--- src/rtl/ex_pkg.sv ---
// Shared constants for the execute stage: datapath defaults, opcodes, FSM states
// and opcode classification helpers.
package ex_pkg;

    localparam int DEF_DW     = 16;
    localparam int DEF_AW     = 4;
    localparam int DEF_MUL_IT = 16;

    localparam logic [3:0] OP_NOP = 4'h0;
    localparam logic [3:0] OP_ADD = 4'h1;
    localparam logic [3:0] OP_SUB = 4'h2;
    localparam logic [3:0] OP_AND = 4'h3;
    localparam logic [3:0] OP_OR  = 4'h4;
    localparam logic [3:0] OP_XOR = 4'h5;
    localparam logic [3:0] OP_NOT = 4'h6;
    localparam logic [3:0] OP_SHL = 4'h7;
    localparam logic [3:0] OP_SHR = 4'h8;
    localparam logic [3:0] OP_MOV = 4'h9;
    localparam logic [3:0] OP_LDI = 4'hA;
    localparam logic [3:0] OP_MUL = 4'hB;
    localparam logic [3:0] OP_CMP = 4'hC;

    typedef enum logic [2:0] {
        ST_IDLE,
        ST_RD,
        ST_EX,
        ST_MUL,
        ST_WB
    } state_e;

    // ADD through MUL are contiguous and are exactly the ops that write rd.
    function automatic logic op_writes(input logic [3:0] op);
        return (op >= OP_ADD) && (op <= OP_MUL);
    endfunction

    function automatic logic op_illegal(input logic [3:0] op);
        return op > OP_CMP;
    endfunction

endpackage

--- src/rtl/seq_multiplier.sv ---
// Iterative shift-add multiplier: DW x DW -> 2*DW, one multiplier bit per cycle.
// The load cycle already performs the first iteration, so done pulses MUL_IT cycles after start.
module seq_multiplier #(
    parameter int DW     = 16,
    parameter int MUL_IT = 16
) (
    input  logic            clk,
    input  logic            nRESET,
    input  logic            start_i,
    input  logic [DW-1:0]   a_i,
    input  logic [DW-1:0]   b_i,
    output logic            done_o,
    output logic [2*DW-1:0] product_o
);

    localparam int CW = $clog2(MUL_IT + 1);

    logic [DW-1:0]   a_q;
    logic [2*DW-1:0] p_q;
    logic [CW-1:0]   cnt_q;
    logic            busy_q;
    logic            done_q;

    logic [2*DW-1:0] p_src;
    logic [DW-1:0]   a_src;
    logic [DW:0]     sum;
    logic [2*DW-1:0] p_next;

    always_comb begin
        p_src  = start_i ? {{DW{1'b0}}, b_i} : p_q;
        a_src  = start_i ? a_i : a_q;
        sum    = {1'b0, p_src[2*DW-1:DW]} + ({(DW+1){p_src[0]}} & {1'b0, a_src});
        p_next = {sum, p_src[DW-1:1]};
    end

    always_ff @(posedge clk) begin
        if (!nRESET) begin
            a_q    <= '0;
            p_q    <= '0;
            cnt_q  <= '0;
            busy_q <= 1'b0;
            done_q <= 1'b0;
        end else begin
            done_q <= 1'b0;
            if (start_i) begin
                a_q    <= a_i;
                p_q    <= p_next;
                cnt_q  <= CW'(MUL_IT - 1);
                busy_q <= (MUL_IT > 1);
                done_q <= (MUL_IT == 1);
            end else if (busy_q) begin
                p_q   <= p_next;
                cnt_q <= cnt_q - 1'b1;
                if (cnt_q == CW'(1)) begin
                    busy_q <= 1'b0;
                    done_q <= 1'b1;
                end
            end
        end
    end

    assign done_o    = done_q;
    assign product_o = p_q;

endmodule

--- src/rtl/execute_stage.sv ---
// Single-issue execute/writeback stage sitting behind a combinational-read register file.
// One instruction in flight: IDLE -> RD -> EX|MUL -> (WB) -> IDLE.
module execute_stage
    import ex_pkg::*;
#(
    parameter int DW     = DEF_DW,
    parameter int AW     = DEF_AW,
    parameter int MUL_IT = DEF_MUL_IT
) (
    input  logic          clk,
    input  logic          nRESET,
    input  logic          issue_valid,
    output logic          issue_ready,
    input  logic [3:0]    issue_op,
    input  logic [AW-1:0] issue_rd,
    input  logic [AW-1:0] issue_rs,
    input  logic [AW-1:0] issue_rt,
    input  logic [7:0]    issue_imm,
    output logic [AW-1:0] read_addrA,
    output logic [AW-1:0] read_addrB,
    input  logic [DW-1:0] read_dataA,
    input  logic [DW-1:0] read_dataB,
    output logic          write_en,
    output logic [AW-1:0] write_addr,
    output logic [DW-1:0] write_data,
    output logic          flag_z,
    output logic          flag_c,
    output logic          flag_v,
    output logic          illegal
);

    state_e state_q, state_d;

    logic [3:0]      op_q;
    logic [AW-1:0]   rd_q, rs_q, rt_q;
    logic [7:0]      imm_q;
    logic [DW-1:0]   opa_q, opb_q, wdata_q;
    logic            z_q, c_q, v_q;

    logic            mul_start, mul_done;
    logic [2*DW-1:0] mul_product;

    logic [DW:0]     sum, diff;
    logic [DW-1:0]   alu_res;
    logic            alu_c, alu_v, alu_upd;

    always_ff @(posedge clk) begin
        if (!nRESET) state_q <= ST_IDLE;
        else         state_q <= state_d;
    end

    always_comb begin
        state_d = state_q;
        case (state_q)
            ST_IDLE: if (issue_valid) state_d = ST_RD;
            ST_RD:   state_d = (op_q == OP_MUL) ? ST_MUL : ST_EX;
            ST_EX:   state_d = op_writes(op_q) ? ST_WB : ST_IDLE;
            ST_MUL:  if (mul_done) state_d = ST_WB;
            ST_WB:   state_d = ST_IDLE;
            default: state_d = ST_IDLE;
        endcase
    end

    always_comb begin
        issue_ready = (state_q == ST_IDLE);
        write_en    = (state_q == ST_WB);
        illegal     = (state_q == ST_EX) && op_illegal(op_q);
        mul_start   = (state_q == ST_RD) && (op_q == OP_MUL);
    end

    // Carry/borrow come from the extra top bit of the widened sum/difference.
    always_comb begin
        sum     = {1'b0, opa_q} + {1'b0, opb_q};
        diff    = {1'b0, opa_q} - {1'b0, opb_q};
        alu_res = '0;
        alu_c   = 1'b0;
        alu_v   = 1'b0;
        alu_upd = 1'b1;
        case (op_q)
            OP_ADD: begin
                alu_res = sum[DW-1:0];
                alu_c   = sum[DW];
                alu_v   = (opa_q[DW-1] == opb_q[DW-1]) && (alu_res[DW-1] != opa_q[DW-1]);
            end
            OP_SUB, OP_CMP: begin
                alu_res = diff[DW-1:0];
                alu_c   = diff[DW];
                alu_v   = (opa_q[DW-1] != opb_q[DW-1]) && (alu_res[DW-1] != opa_q[DW-1]);
            end
            OP_AND:  alu_res = opa_q & opb_q;
            OP_OR:   alu_res = opa_q | opb_q;
            OP_XOR:  alu_res = opa_q ^ opb_q;
            OP_NOT:  alu_res = ~opa_q;
            OP_SHL:  alu_res = opa_q << opb_q[3:0];
            OP_SHR:  alu_res = opa_q >> opb_q[3:0];
            OP_MOV: begin
                alu_res = opa_q;
                alu_upd = 1'b0;
            end
            OP_LDI: begin
                alu_res = {{(DW-8){1'b0}}, imm_q};
                alu_upd = 1'b0;
            end
            default: alu_upd = 1'b0;
        endcase
    end

    always_ff @(posedge clk) begin
        if (!nRESET) begin
            op_q    <= OP_NOP;
            rd_q    <= '0;
            rs_q    <= '0;
            rt_q    <= '0;
            imm_q   <= '0;
            opa_q   <= '0;
            opb_q   <= '0;
            wdata_q <= '0;
            z_q     <= 1'b0;
            c_q     <= 1'b0;
            v_q     <= 1'b0;
        end else begin
            if (issue_valid && issue_ready) begin
                op_q  <= issue_op;
                rd_q  <= issue_rd;
                rs_q  <= issue_rs;
                rt_q  <= issue_rt;
                imm_q <= issue_imm;
            end
            if (state_q == ST_RD) begin
                opa_q <= read_dataA;
                opb_q <= read_dataB;
            end
            if (state_q == ST_EX) begin
                wdata_q <= alu_res;
                if (alu_upd) begin
                    z_q <= (alu_res == '0);
                    c_q <= alu_c;
                    v_q <= alu_v;
                end
            end
            if ((state_q == ST_MUL) && mul_done) begin
                wdata_q <= mul_product[DW-1:0];
                z_q     <= (mul_product[DW-1:0] == '0);
                c_q     <= (mul_product[2*DW-1:DW] != '0);
                v_q     <= 1'b0;
            end
        end
    end

    // Operands go straight from the register file into the multiplier on its load edge.
    seq_multiplier #(
        .DW     (DW),
        .MUL_IT (MUL_IT)
    ) u_mul (
        .clk       (clk),
        .nRESET    (nRESET),
        .start_i   (mul_start),
        .a_i       (read_dataA),
        .b_i       (read_dataB),
        .done_o    (mul_done),
        .product_o (mul_product)
    );

    assign read_addrA = rs_q;
    assign read_addrB = rt_q;
    assign write_addr = rd_q;
    assign write_data = wdata_q;
    assign flag_z     = z_q;
    assign flag_c     = c_q;
    assign flag_v     = v_q;

endmodule

--- config.mk ---
export PLATFORM = sky130hd
export DESIGN_NAME = execute_stage
export DESIGN_NICKNAME = d
export VERILOG_FILES = /design/src/rtl/ex_pkg.sv /design/src/rtl/seq_multiplier.sv /design/src/rtl/execute_stage.sv
export SDC_FILE = /design/constraint.sdc
export NUM_CORES = 1
export LEC_CHECK = 0
export BUFFER_PORTS_ARGS = -buffer_cell sky130_fd_sc_hd__buf_2
export CAP_MARGIN = 40
export CORE_ASPECT_RATIO = 0.9
export CORE_MARGIN = 2
export CORE_UTILIZATION = 39
export CTS_CLUSTER_SIZE = 25
export DETAILED_ROUTE_END_ITERATION = 12
export MAX_ROUTING_LAYER = met4
export PLACE_DENSITY = 0.55
export REMOVE_ABC_BUFFERS = 1
export SYNTH_ARGS = -nofsm -noshare
export SYNTH_HDL_FRONTEND = slang
export SYNTH_SLANG_ARGS = --single-unit
export TNS_END_PERCENT = 10
--- constraint.sdc ---
create_clock -name clk -period 5.6 [get_ports clk]
set_input_delay 1.12 -clock clk [delete_from_list [all_inputs] [get_ports clk]]
set_output_delay 1.12 -clock clk [all_outputs]
set_load 0.01 [all_outputs]
==> impl_metrics.toml <==
[outcome]
status = "complete, no violations"

[pwr]
pwr-share-comb_pct = 22.2
peakVddDrop_mv = 0.191
seqPwrFrac_pct = 35.5
clkPwrFrac_pct = 42.3
intPower_mw = 1.96
p_sw_mw = 0.924
powerDensity_nw_per_um2 = 242
total_leakage_power_nw = 4.86
switching_share_pct = 32.0

[synth]
synth_fa_ha_area_share_pct = 8.82
synth_top_area_share_pct = 25.1
netlist_area_sq_um = 10600
synth_area_leader_cell = "dfxtp_1"
ys_seq_elements = 133
synth_compound_area_share_pct = 26.0
synth_async_sr_flop_share_pct = 0
yosys.cell_types.count = 84
syn_area_per_cell_sq_um = 7.86
muxShareOfSynthArea_pct = 9.62
synth_cells = 1350
ys_top_cells_by_area = "dfxtp_1, ha_1, nand2_1, mux2i_1, a21boi_0"
yosys.area_share.simple_pct = 22.5
synth_warnings = 0
synth_edf_count = 0
synth_top_family_by_area = "compound AO/OA/AOI/OAI gates"
synth_flop_cell = "dfxtp_1"
yosysSeqAreaShare_pct = 25.1
synthXorXnorAreaFrac_pct = 1.40

[clocking]
clock-sinks = 133
ctsResizeCount = 0
clkTransAtPathRegs_ns = 0.07
ctsHoldBuffers = 0
worstSkewPairLatency_ns = 0.44
cts_tree = "done"
post_cts_buffers = 0
clock_path_buffers = 2
cts_buffers = 17
clockRootBuffer = "clkbuf_16"
h-tree-depth = 4

[worst_setup_path]
cp_slowest_cell = "or3_2"
reg2reg_slack_ns = 0.93
cp.depth = 16
critical_path_buf_inv_count = 0
crit_chain = "nor2b_1, nand2b_1, or3_2, mux2i_1, nor2_1, ha_1, fa_1, a21o_1, a21oi_1, o21bai_1, a31oi_1, o21ai_0, o41a_1, a311o_1, nor2_1, o31ai_1"
crit_family = "compound AO/OA/AOI/OAI gates"
worstSetupStartpoint = "state_q[0]"
max_stage_delay_ns = 0.84
r2r-end = "u_mul.product_o[29]"
path_max_fanout = 34
reg2reg_depth = 16
worst_setup_path_end_kind = "flip-flop"
crit_path_end = "u_mul.product_o[29]"
critPathLaunchType = "flip-flop"
path_class = "flip-flop to flip-flop"
cp.required_ns = 5.92
cp_common_cell = "nor2_1"
cp_data_arrival_time_ns = 4.99
r2r-start = "state_q[0]"

[floorplanning]
die_w_um = 178
core_area_sq_um = 26900
ios = 93
fp-row-count = 57
die_h_um = 160
die-area_sq_um = 28500
start_util_pct = 39.5

[drt]
first_iter_violations = 1234
drc = 0
routedWlPerCell_um = 21.0
vias = 10300
via_per_inst = 5.91
antenna_left = 0
wl_mm = 36.5
dr.pass1.iters = 8

[timing]
setup_violations = 0
fin_setup_tns_ns = 0
period_share_pct = 83.4
rsz0062_at_grt = "false"
slew_viol_final = 0
worst_slew_pin_slew_ns = 0.831
clock.fmax_mhz = 214
slew_headroom_pct = 44.5
period_needed_ns = 4.67
hold_viol = 0
fin_skew_ns = 0.0181

[layout]
diodes = 0
areaGrowthSynthToFinish_pct = 12.0
num-nets-final = 1505
final_area_sq_um = 11900
drive_gt1_share_pct = 13.6

[placed_design]
place.gp.congestion = 1.01
place_area_sq_um = 11200
portBuffers = 92
place.detailed.hpwl_mm = 26.8

[grt]
grt_pass1_vias = 9666
overflow = 0
grt_pass1_wl_mm = 56.4
grt_max_degree = 83
antenna_found_initial = 0
grt_usage_pct = 26.2

[job]
drv_cap = 0

[hold_path]
hp-class = "flip-flop to flip-flop"
## synth_stat cells, types with 17 or more instances
cell	instances
inv_1	52
mux4_2	17
clkbuf_1	91
and2_1	33
nand3_1	19
a21boi_0	75
a21oi_1	46
nor2b_1	34
nor2_1	82
nand2_1	213
ha_1	70
nor3_1	30
o21ai_0	42
a22oi_1	36
mux2i_1	57
dfxtp_1	133
## power by group through the flow
stage	clock [mW]	combinational, mW	sequential (mW)
2_1_floorplan	0	0.370	1.05
3_3_place_gp	0	0.623	1.04
3_5_place_dp	0	0.623	1.04
4_1_cts	1.24	0.626	1.02
5_1_grt	1.27	0.694	1.03
6_report	1.22	0.640	1.02
## through the flow
step / setup WS [ns] / hold slack [ns] / util, % / total power [mW] / cells
global placement: 0.994 / 0.450 / 41.8 / 1.67 / 1705
floorplan: 0.260 / 0.439 / - / 1.42 / 1234
global route: 0.615 / 0.493 / 44.2 / 3.00 / 1740
detailed placement: 0.927 / 0.456 / 41.8 / 1.67 / 1707
CTS: 0.915 / 0.466 / 44.2 / 2.89 / 1739
finish: 0.929 / 0.465 / 44.2 / 2.88 / 1740
## flip-flops by register name (all words and copies together) (netlist names)
register,flops
state_q,3
u_mul.a_q,16
op_q,4
flag_v,1
write_addr,4
write_data,16
u_mul.product_o,32
read_addrA,4
u_mul.cnt_q,5
opa_q,16
imm_q,8
flag_z,1
opb_q,16
flag_c,1
u_mul.busy_q,1
u_mul.done_o,1
read_addrB,4
## worst min-delay path by stage
stage	start	to	slack [ns]	cells after the start
finish	write_addr[0]	write_addr[0]	0.46	2
CTS	read_addrB[0]	read_addrB[0]	0.47	2
floorplan	imm_q[6]	imm_q[6]	0.44	2
global route	read_addrA[3]	read_addrA[3]	0.49	2
global placement	write_addr[2]	write_addr[2]	0.45	2
detailed placement	read_addrB[0]	read_addrB[0]	0.46	2
## routing by layer
metal / global-route usage, % / wire (um)
met2: 38.2 / 15900
met5: - / 0
met4: 8.49 / 1090
met3: 4.64 / 2550
met1: 36.6 / 17000
## worst min-delay path, stage by stage, from the launching register on
cell and delay, ns:
dfxtp_1 0.31, nand2_1 0.04, a21boi_0 0.06
## layout make-up
| type | instances | area [sq um] |
|---|---|---|
| fill | 2739 | 15000 |
| multi-input combinational | 1045 | 7260 |
| sequential | 133 | 2660 |
| timing repair buffer | 120 | 678 |
| clock buffer | 22 | 484 |
| tap | 354 | 443 |
| inverter | 56 | 210 |
| clock inverter | 10 | 144 |
## cell usage in the layout, fill, tap and decap left out, types with 33 or more instances in the layout
cell type and instances:
o21ai_0 42, nand2_1 213, a21oi_1 46, and2_1 33, buf_2 92, inv_1 52, mux2i_1 57, a22oi_1 36
ha_1 70, nor2b_1 33, dfxtp_1 132, nor2_1 82, a21boi_0 75
## cells by family after synthesis
| family | Yosys count |
|---|---|
| compound gates | 377 |
| xor+xnor | 17 |
| fa+ha+maj | 73 |
| buf+inv | 172 |
| flops | 133 |
| mux | 80 |
| simple gates | 498 |
(Power assumes the default switching activity.)
